===== src/rtl/mmio_pkg.sv =====
// Shared definitions for the data-bus MMIO bridge: register offsets, STATUS layout
// and the offset decoder used by the bridge top level.
package mmio_pkg;

  localparam logic [11:0] MTIME_OFF    = 12'h000;
  localparam logic [11:0] MTIMECMP_OFF = 12'h008;
  localparam logic [11:0] TXDATA_OFF   = 12'h010;
  localparam logic [11:0] STATUS_OFF   = 12'h018;

  localparam int STAT_FULL_BIT  = 0;
  localparam int STAT_EMPTY_BIT = 1;
  localparam int STAT_OVF_BIT   = 2;
  localparam int STAT_CNT_LSB   = 4;
  localparam int STAT_CNT_MSB   = 7;

  localparam logic [63:0] MMIO_BASE_DEFAULT = 64'h0000_0000_0000_1000;

  typedef enum logic [2:0] {
    REG_MTIME,
    REG_MTIMECMP,
    REG_TXDATA,
    REG_STATUS,
    REG_NONE
  } mmio_reg_e;

  function automatic mmio_reg_e decode_reg(input logic [11:0] off);
    case (off)
      MTIME_OFF:    return REG_MTIME;
      MTIMECMP_OFF: return REG_MTIMECMP;
      TXDATA_OFF:   return REG_TXDATA;
      STATUS_OFF:   return REG_STATUS;
      default:      return REG_NONE;
    endcase
  endfunction

endpackage


===== src/rtl/tx_byte_fifo.sv =====
// Console transmit byte FIFO with valid/ready drain side; a push into a full FIFO
// is accepted only when the head is leaving in the same cycle.
module tx_byte_fifo #(
  parameter int DEPTH = 4
) (
  input  logic                     clk,
  input  logic                     rst_n,
  input  logic                     push_i,
  input  logic [7:0]               data_i,
  input  logic                     ready_i,
  output logic                     valid_o,
  output logic [7:0]               data_o,
  output logic                     full_o,
  output logic                     empty_o,
  output logic [$clog2(DEPTH):0]   count_o
);

  localparam int AW = $clog2(DEPTH);

  logic [AW:0] wr_ptr_q, wr_ptr_d;
  logic [AW:0] rd_ptr_q, rd_ptr_d;
  logic [7:0]  last_q, last_d;
  logic [7:0]  mem_q [DEPTH];
  logic        pop, push_ok;

  // Extra pointer MSB distinguishes full from empty when the index bits match.
  assign empty_o = (wr_ptr_q == rd_ptr_q);
  assign full_o  = ((wr_ptr_q ^ rd_ptr_q) == {1'b1, {AW{1'b0}}});
  assign count_o = wr_ptr_q - rd_ptr_q;
  assign valid_o = ~empty_o;

  assign pop     = valid_o & ready_i;
  assign push_ok = push_i & (~full_o | pop);

  always_comb begin
    wr_ptr_d = wr_ptr_q;
    rd_ptr_d = rd_ptr_q;
    last_d   = last_q;
    if (push_ok) wr_ptr_d = wr_ptr_q + 1'b1;
    if (pop) begin
      rd_ptr_d = rd_ptr_q + 1'b1;
      last_d   = mem_q[rd_ptr_q[AW-1:0]];
    end
  end

  always_ff @(posedge clk or negedge rst_n) begin
    if (!rst_n) begin
      wr_ptr_q <= '0;
      rd_ptr_q <= '0;
      last_q   <= '0;
    end else begin
      wr_ptr_q <= wr_ptr_d;
      rd_ptr_q <= rd_ptr_d;
      last_q   <= last_d;
    end
  end

  always_ff @(posedge clk) begin
    if (push_ok) mem_q[wr_ptr_q[AW-1:0]] <= data_i;
  end

  // When drained, keep presenting the byte that left last.
  assign data_o = empty_o ? last_q : mem_q[rd_ptr_q[AW-1:0]];

endmodule


===== src/rtl/data_bus_mmio_bridge.sv =====
// Splits core data accesses between data memory and a 4 KiB MMIO page holding a
// machine timer and a console TX FIFO, with matched one-cycle read latency.
module data_bus_mmio_bridge
  import mmio_pkg::*;
#(
  parameter int unsigned     XLEN           = 32,
  parameter logic [XLEN-1:0] MMIO_BASE      = MMIO_BASE_DEFAULT[XLEN-1:0],
  parameter int unsigned     TX_FIFO_DEPTH  = 4,
  parameter int unsigned     TIMER_PRESCALE = 1
) (
  input  logic                clk,
  input  logic                reset,
  input  logic                Core_MemEn,
  input  logic                Core_MemWriteEn,
  input  logic [XLEN/8-1:0]   Core_MemWriteByteEn,
  input  logic [XLEN-1:0]     Core_MemAdr,
  input  logic [XLEN-1:0]     Core_MemWriteData,
  output logic [XLEN-1:0]     Core_MemReadData,
  output logic                Dmem_En,
  output logic                Dmem_WriteEn,
  output logic [XLEN/8-1:0]   Dmem_WriteByteEn,
  output logic [XLEN-1:0]     Dmem_Adr,
  output logic [XLEN-1:0]     Dmem_WriteData,
  input  logic [XLEN-1:0]     Dmem_ReadData,
  output logic                Tx_Valid,
  output logic [7:0]          Tx_Data,
  input  logic                Tx_Ready,
  output logic                TimerIrq
);

  localparam int NB  = XLEN / 8;
  localparam int FAW = $clog2(TX_FIFO_DEPTH);
  localparam int PW  = (TIMER_PRESCALE > 1) ? $clog2(TIMER_PRESCALE) : 1;
  localparam logic [PW-1:0] PS_LAST = PW'(TIMER_PRESCALE - 1);

  function automatic logic [XLEN-1:0] merge_bytes(input logic [XLEN-1:0] old_v,
                                                  input logic [XLEN-1:0] new_v,
                                                  input logic [NB-1:0]   be);
    merge_bytes = old_v;
    for (int i = 0; i < NB; i++) begin
      if (be[i]) merge_bytes[8*i +: 8] = new_v[8*i +: 8];
    end
  endfunction

  logic            mmio, mmio_wr, mmio_rd;
  mmio_reg_e       reg_sel;
  logic [XLEN-1:0] mtime_q, mtime_d;
  logic [XLEN-1:0] mtimecmp_q, mtimecmp_d;
  logic [PW-1:0]   presc_q, presc_d;
  logic            irq_q;
  logic            ovf_q, ovf_d;
  logic            sel_mmio_q;
  logic [XLEN-1:0] mmio_rd_data_q, mmio_rd_data;
  logic            tx_push, tx_pop, fifo_full, fifo_empty;
  logic [FAW:0]    fifo_count;
  logic [7:0]      status;

  assign mmio    = Core_MemEn & (Core_MemAdr[XLEN-1:12] == MMIO_BASE[XLEN-1:12]);
  assign mmio_wr = mmio & Core_MemWriteEn;
  assign mmio_rd = mmio & ~Core_MemWriteEn;
  assign reg_sel = decode_reg(Core_MemAdr[11:0]);

  assign Dmem_En          = Core_MemEn & ~mmio;
  assign Dmem_WriteEn     = Core_MemEn & Core_MemWriteEn & ~mmio;
  assign Dmem_WriteByteEn = Core_MemWriteByteEn;
  assign Dmem_Adr         = Core_MemAdr;
  assign Dmem_WriteData   = Core_MemWriteData;

  // A software MTIME write overrides the pending increment and restarts the prescaler.
  always_comb begin
    presc_d    = (presc_q == PS_LAST) ? '0 : presc_q + 1'b1;
    mtime_d    = (presc_q == PS_LAST) ? mtime_q + 1'b1 : mtime_q;
    mtimecmp_d = mtimecmp_q;
    if (mmio_wr && reg_sel == REG_MTIME) begin
      mtime_d = merge_bytes(mtime_q, Core_MemWriteData, Core_MemWriteByteEn);
      presc_d = '0;
    end
    if (mmio_wr && reg_sel == REG_MTIMECMP) begin
      mtimecmp_d = merge_bytes(mtimecmp_q, Core_MemWriteData, Core_MemWriteByteEn);
    end
  end

  assign tx_push = mmio_wr & (reg_sel == REG_TXDATA) & Core_MemWriteByteEn[0];
  assign tx_pop  = Tx_Valid & Tx_Ready;

  tx_byte_fifo #(
    .DEPTH (TX_FIFO_DEPTH)
  ) u_tx_fifo (
    .clk     (clk),
    .rst_n   (reset),
    .push_i  (tx_push),
    .data_i  (Core_MemWriteData[7:0]),
    .ready_i (Tx_Ready),
    .valid_o (Tx_Valid),
    .data_o  (Tx_Data),
    .full_o  (fifo_full),
    .empty_o (fifo_empty),
    .count_o (fifo_count)
  );

  // Overflow is sticky until software reads STATUS; that read still reports it.
  always_comb begin
    ovf_d = ovf_q;
    if (mmio_rd && reg_sel == REG_STATUS) ovf_d = 1'b0;
    if (tx_push && fifo_full && !tx_pop)  ovf_d = 1'b1;
  end

  always_comb begin
    status                             = '0;
    status[STAT_FULL_BIT]              = fifo_full;
    status[STAT_EMPTY_BIT]             = fifo_empty;
    status[STAT_OVF_BIT]               = ovf_q;
    status[STAT_CNT_MSB:STAT_CNT_LSB]  = 4'(fifo_count);
  end

  always_comb begin
    mmio_rd_data = '0;
    case (reg_sel)
      REG_MTIME:    mmio_rd_data = mtime_q;
      REG_MTIMECMP: mmio_rd_data = mtimecmp_q;
      REG_STATUS:   mmio_rd_data[7:0] = status;
      default:      mmio_rd_data = '0;
    endcase
  end

  always_ff @(posedge clk or negedge reset) begin
    if (!reset) begin
      mtime_q        <= '0;
      mtimecmp_q     <= '1;
      presc_q        <= '0;
      irq_q          <= 1'b0;
      ovf_q          <= 1'b0;
      sel_mmio_q     <= 1'b0;
      mmio_rd_data_q <= '0;
    end else begin
      mtime_q    <= mtime_d;
      mtimecmp_q <= mtimecmp_d;
      presc_q    <= presc_d;
      irq_q      <= (mtime_q >= mtimecmp_q);
      ovf_q      <= ovf_d;
      sel_mmio_q <= mmio;
      if (mmio) mmio_rd_data_q <= mmio_rd_data;
    end
  end

  assign TimerIrq         = irq_q;
  assign Core_MemReadData = sel_mmio_q ? mmio_rd_data_q : Dmem_ReadData;

endmodule


===== config.mk =====
export PLATFORM = sky130hd
export DESIGN_NAME = data_bus_mmio_bridge
export DESIGN_NICKNAME = d
export VERILOG_FILES = /design/src/rtl/mmio_pkg.sv /design/src/rtl/tx_byte_fifo.sv /design/src/rtl/data_bus_mmio_bridge.sv
export SDC_FILE = /design/constraint.sdc
export NUM_CORES = 1
export LEC_CHECK = 0
export ABC_AREA = 1
export ABC_CLOCK_PERIOD_IN_PS = 2350
export BUFFER_PORTS_ARGS = -buffer_cell sky130_fd_sc_hd__buf_2
export CELL_PAD_IN_SITES_DETAIL_PLACEMENT = 1
export CELL_PAD_IN_SITES_GLOBAL_PLACEMENT = 1
export CORE_MARGIN = 3
export CORE_UTILIZATION = 40
export CTS_BUF_LIST = sky130_fd_sc_hd__clkbuf_16
export DETAILED_ROUTE_END_ITERATION = 8
export PLACE_DENSITY = 0.82
export SYNTH_ARGS = -nofsm -noshare
export SYNTH_HDL_FRONTEND = slang
export SYNTH_SLANG_ARGS = --single-unit

===== constraint.sdc =====
create_clock -name clk -period 2.35 [get_ports clk]
set_input_delay 0.47 -clock clk [delete_from_list [all_inputs] [get_ports clk]]
set_output_delay 0.47 -clock clk [all_outputs]
set_load 0.02 [all_outputs]

==> impl_metrics.yaml, run 1 <==
outcome:
  status: "finished with violations"
  violations: "negative setup slack"
yosys:
  yosysWarnings: 0
  syn_inst: 1255
  synth_flop_cell: "dfrtp_1"
  synth_edf_count: 32
  synthesis.nets: 1401
  synth-seq-cells: 145
  synth_seq_area_share: 0.391
  synthDistinctLibCells: 46
  async_flop_share: 0.779
  avgSynthCellArea_um2: 7.81
  netlist_area_mm2: 0.00980
routing:
  wirelength_mm: 31.7
  initialDrtViolationCount: 507
  firstDrtPassIters: 5
  vias_per_cell: 5.13
  drc: 0
  via_count: 9022
  routedWlPerCell_um: 18.0
  postRouteAntennaNets: 0
power:
  seq_power_share: 0.359
  comb_power_share: 0.268
  clockPowerShare: 0.373
  powerDensity_mw_per_mm2: 650
  vdd_ir_drop_max_v: 0.000466
  p_leak_nw: 5.86
  power_switching_mw: 2.65
  p_int_mw: 4.96
  swShare: 0.348
flow_run:
  maxCapViolations: 0
layout:
  seqCellArea_mm2: 0.00383
  antenna_cells: 0
  layout_common_cells: "nand2_1 (422), buf_2 (212), inv_1 (153), dfrtp_1 (80), nor2_1 (79)"
  final_net_count: 1574
  multi_input_area_mm2: 0.00478
  drive_gt1_frac: 0.315
  post-route-cell-area_mm2: 0.0117
  nFillCells: 3007
  instances_no_fill: 1760
  syn2layout_area_growth_pct: 19.6
  final_common_cell: "nand2_1"
timing:
  holdWs_ns: 0.0199
  worst_pin_slew_ns: 0.689
  rsz0062_at_grt: "yes"
  setup_viol: 8
  slew_headroom: 0.537
  tns_ns: -0.179
  setup_ws_ns: -0.0303
  clock_skew_ns: 0.0180
  finalCritPeriodShare: 1.01
  clock.fmax_mhz: 420
  maxSlewViolCount: 0
  hold_viol: 0
  fin_crit_ns: 2.38
placed_design:
  port_buffers: 216
  dp_cells: 1719
  gp_congestion: 0.854
  post_dp_cell_area_mm2: 0.0109
  hpwl_mm: 23.3
worst_setup_path:
  worstSetupStartpointType: "flop"
  crit_fanout: 17
  path_class: "flop to primary output"
  endpoint_kind: "primary output"
  required_ns: 1.88
  crit_arrival_ns: 1.91
clock_network:
  hold_buffers: 0
  htreeDepth: 4
  clock_latency_ns: 0.44
  cts_sinks: 145
  cts_tree: "done"
  cts_made_buffers: 17
  clk_pin_slew_ns: 0.07
  cts_root_buf: "clkbuf_16"
  clock_path_buffers: 2
grt:
  grt_max_degree: 40
  grt_pass1_vias: 9561
  grt_usage: 0.242
  grt_pass1_wl_mm: 50.7
  antenna_found_initial: 0
  grt_overflow: 0
min_path:
  hold_class: "primary input to asynchronous set/reset pin"
die:
  fp.dieH_um: 163
  start_util: 0.413
  die_area_mm2: 0.0264
  core_area_mm2: 0.0238
  pin_count: 217
  die_x_um: 163
  num_rows: 56
## power by group through the flow
| stage | clock, mW | combinational (mW) | sequential [mW] |
|---|---|---|---|
| 2_1_floorplan | 0 | 1.16 | 2.76 |
| 3_5_place_dp | 0 | 1.75 | 2.76 |
| 5_1_grt | 2.99 | 2.21 | 2.74 |
| 6_report | 2.84 | 2.04 | 2.73 |
| 4_1_cts | 2.88 | 1.92 | 2.72 |
| 3_3_place_gp | 0 | 1.69 | 2.74 |
## per-layer routing
layer / track usage / vias up / routed length (um)
li1: - / 4285 / -
met1: 0.322 / 4443 / 14200
met2: 0.411 / 246 / 15300
met3: 0.0346 / 48 / 1550
met4: 0.0704 / 0 / 687
met5: 0 / - / 0
## state kept, by name, indices dropped and copies added (netlist names), 3 cells and up
signal	flops
u_tx_fifo.mem_q	32
mtimecmp_q	32
mtime_q	32
u_tx_fifo.wr_ptr_q	3
u_tx_fifo.last_q	8
u_tx_fifo.rd_ptr_q	3
mmio_rd_data_q	32
## cell families after synthesis
| logic type | after synthesis | share of synthesized area |
|---|---|---|
| simple gates | 609 | 0.268 |
| fa+ha+maj | 41 | 0.0531 |
| flops | 145 | 0.391 |
| buf+inv | 265 | 0.135 |
| compound gates | 144 | 0.0997 |
| xor+xnor | 19 | 0.0170 |
| mux | 32 | 0.0368 |
## final cells by class
class	instances	area share
multi-input combinational	845	0.408
inverter	159	0.0520
clock buffer	17	0.0363
tap	319	0.0341
sequential	145	0.327
timing repair buffer	259	0.127
clock inverter	15	0.0153
timing repair inverter	1	0.000641
## Yosys cell counts, types with 2 or more instances
library cell,count,share of area
nand4_1,28,0.018
nor4_1,2,0.0013
nand3_1,40,0.020
nor2_1,84,0.032
buf_6,7,0.0080
o22ai_2,10,0.013
o21ai_2,32,0.029
mux2_2,32,0.037
nand3_4,5,0.0089
nor2_2,2,0.0013
dfrtp_1,81,0.21
o211ai_1,2,0.0015
inv_1,155,0.059
ha_1,40,0.051
xnor2_1,2,0.0018
o22ai_1,15,0.0096
xor2_1,17,0.015
clkbuf_1,16,0.0061
dfstp_2,32,0.086
buf_4,69,0.053
nor3_1,6,0.0031
o21ai_0,61,0.031
clkinv_1,2,0.00077
buf_2,10,0.0051
buf_1,4,0.0015
nand2_1,425,0.16
edfxtp_1,32,0.098
o211ai_2,4,0.0051
a21oi_1,15,0.0077
o21ai_1,2,0.0010
nor2_4,8,0.0092
## repair_timing
| action | CTS | global route |
|---|---|---|
| setup buffers | 7 | 2 |
| gates resized for setup | 16 | 21 |
| endpoints found under the setup margin | 9 | 9 |
| cloned | 0 | 1 |
| pin swaps | 2 | 3 |
## critical path, cell delays in order, from the launching register on
cell and delay [ns]:
dfrtp_2 0.50, ha_4 0.30, nand2_2 0.07, nor2_4 0.18
inv_6 0.11, nand2_2 0.10, o21ai_4 0.05, buf_4 0.15
## final timing paths
| check | cells past startpoint | end | slack, ns | start |
|---|---|---|---|---|
| max reg2reg | 8 | TimerIrq | 0.24 | mtimecmp_q[29] |
| min | 1 | u_tx_fifo.last_q[4] | 0.02 | reset |
| min in group clk | 3 | mtimecmp_q[15] | 0.26 | Core_MemWriteData[15] |
| max in group asynchronous | 2 | mtimecmp_q[25] | 1.62 | reset |
| max | 7 | Tx_Data[0] | -0.03 | u_tx_fifo.rd_ptr_q[0] |
| min reg2reg | 2 | mmio_rd_data_q[14] | 0.48 | mmio_rd_data_q[14] |
## metrics by stage
| stage | worst slack [ns] | utilization | total power, mW |
|---|---|---|---|
| 4_1_cts | -0.0824 | 0.490 | 7.52 |
| 5_1_grt | -0.0940 | 0.493 | 7.94 |
| 6_report | -0.0303 | 0.493 | 7.61 |
| 3_3_place_gp | 0.213 | 0.461 | 4.43 |
| 3_5_place_dp | 0.0925 | 0.461 | 4.50 |
| 2_1_floorplan | -0.0250 | - | 3.92 |
(Power assumes the default switching activity.)
==> run 2, diff against run 1 <==
RECOVER_POWER = 25   (was unset)
==> run 2 against run 1 <==
The run still ends with negative setup slack left. First-iteration DRC count decreased by 1.6%. Register-to-register slack got worse by 0.03 ns. Routed wire length decreased by 0.13%. Worst setup slack worse by 0.0024 ns. Flip-flop and latch count unchanged. Sequential power about the same. Hold slack gained 0.18 ns. Clock skew decreased by 0.0037 ns. Largest cell class unchanged.
==> impl_metrics.yaml, run 2 (synthesized netlist as in run 1, its figures left out) <==
outcome:
  status: "finished with violations"
  violations: "negative setup slack"
die:
  num_rows: 56
  start_util: 0.413
  core_area_mm2: 0.0238
  fp.dieH_um: 163
  die_x_um: 163
  pin_count: 217
  die_area_mm2: 0.0264
min_path:
  hold_class: "primary input to asynchronous set/reset pin"
worst_setup_path:
  worstSetupStartpointType: "flop"
  required_ns: 1.88
  crit_arrival_ns: 1.91
  path_class: "flop to primary output"
  endpoint_kind: "primary output"
  crit_fanout: 17
timing:
  maxSlewViolCount: 0
  finalCritPeriodShare: 1.01
  slew_headroom: 0.160
  worst_pin_slew_ns: 1.26
  holdWs_ns: 0.199
  clock.fmax_mhz: 420
  hold_viol: 0
  rsz0062_at_grt: "yes"
  fin_crit_ns: 2.38
  setup_viol: 8
  setup_ws_ns: -0.0328
  clock_skew_ns: 0.0143
grt:
  grt_usage: 0.242
  grt_util_met3: 0.0346
  grt_pass1_vias: 9561
  grt_use_met1: 0.322
  grt_overflow: 0
  grt_max_degree: 40
  grt-busiest-layer: "met2"
  grt_pass1_wl_mm: 50.7
  met2_usage: 0.411
  antenna_found_initial: 0
power:
  swShare: 0.349
  clockPowerShare: 0.374
  p_int_mw: 4.95
  power_switching_mw: 2.65
  comb_power_share: 0.267
  power_mw: 7.60
  seq_power_share: 0.360
  p_leak_nw: 5.82
  powerDensity_mw_per_mm2: 652
  vdd_ir_drop_max_v: 0.000470
clock_network:
  cts_tree: "done"
  hold_buffers: 0
  clk_pin_slew_ns: 0.07
  clock_path_buffers: 2
  htreeDepth: 4
  cts_made_buffers: 17
  clock_latency_ns: 0.44
  cts_root_buf: "clkbuf_16"
  cts_sinks: 145
routing:
  via_count: 8999
  drc: 0
  routedWlPerCell_um: 18.0
  vias_per_cell: 5.11
  wirelength_mm: 31.7
  initialDrtViolationCount: 499
  firstDrtPassIters: 5
  postRouteAntennaNets: 0
layout:
  syn2layout_area_growth_pct: 19.0
  final_net_count: 1574
  layout_common_cells: "nand2_1 (422), buf_2 (204), inv_1 (153), dfrtp_1 (80), nor2_1 (79)"
  final_common_cell: "nand2_1"
  drive_gt1_frac: 0.307
  antenna_cells: 0
flow_run:
  maxCapViolations: 0
placed_design:
  gp_congestion: 0.854
  hpwl_mm: 23.3
  port_buffers: 216
[run 2: cell types whose count changed in the layout (fill, tap and decap cells not counted)]
cell / before / now
buf_12: 6 / 4
clkbuf_2: 0 / 2
buf_2: 212 / 204
buf_4: 40 / 37
clkbuf_1: 0 / 11
[run 2: timing repair]
item                                    4_1_cts  5_1_grt
setup buffers                                 7        2
endpoints found under the setup margin        9        9
pin swaps                                     2        3
resized for setup                            16       21
cloned                                        0        1
hold endpoints to repair                      0        0
[run 2: path summary, 6_finish.rpt]
kind	from	endpoint	slack, ns	cells after the start
max	u_tx_fifo.rd_ptr_q[0]	Tx_Data[0]	-0.03	7
min	reset	u_tx_fifo.last_q[4]	0.20	1
max reg2reg	mtimecmp_q[29]	TimerIrq	0.21	8
min reg2reg	mmio_rd_data_q[14]	mmio_rd_data_q[14]	0.48	2
max in group asynchronous	reset	mmio_rd_data_q[19]	0.43	2
min in group clk	Core_MemWriteData[15]	mtimecmp_q[15]	0.26	3
[run 2: area by class of cell]
| cell class | count | area [um^2] |
|---|---|---|
| fillers | 3015 | 12100 |
| repair buffers | 259 | 1440 |
| inverters | 159 | 609 |
| clock buffers | 17 | 425 |
| flip-flops and latches | 145 | 3830 |
| multi-input cells | 845 | 4780 |
| repair inverters | 1 | 7.51 |
| clock inverters | 15 | 179 |
| well taps | 319 | 399 |
[run 2: per-stage QoR]
stage          instance area [um^2]  TNS (ns)  utilization  std cells  setup WS, ns
2_1_floorplan                  9850    -0.150            -       1255       -0.0250
3_3_place_gp                  10900         0        0.461       1719         0.213
3_5_place_dp                  10900         0        0.461       1719        0.0925
4_1_cts                       11600    -0.584        0.490       1758       -0.0824
6_report                      11700    -0.200        0.491       1760       -0.0328
5_1_grt                       11700    -0.702        0.491       1760       -0.0940
[run 2: power by group through the flow]
stage                     logic [mW]  clock network (mW)  registers, mW
after floorplan                 1.16                   0           2.76
after global placement          1.69                   0           2.74
after detailed placement        1.75                   0           2.76
after CTS                       1.92                2.88           2.72
after global routing            2.19                2.99           2.74
final                           2.03                2.84           2.74
[run 2: layer usage]
metal	vias up	wire length, um
met5	-	0
met4	0	670
met3	50	1430
met2	239	15300
met1	4432	14300
li1	4278	-
[run 2: worst max-delay path, stage by stage, from the launching register on]
cell,delay (ns)
dfrtp_2,0.50
ha_4,0.30
nand2_2,0.07
nor2_4,0.18
inv_6,0.11
nand2_2,0.10
o21ai_4,0.05
buf_4,0.15
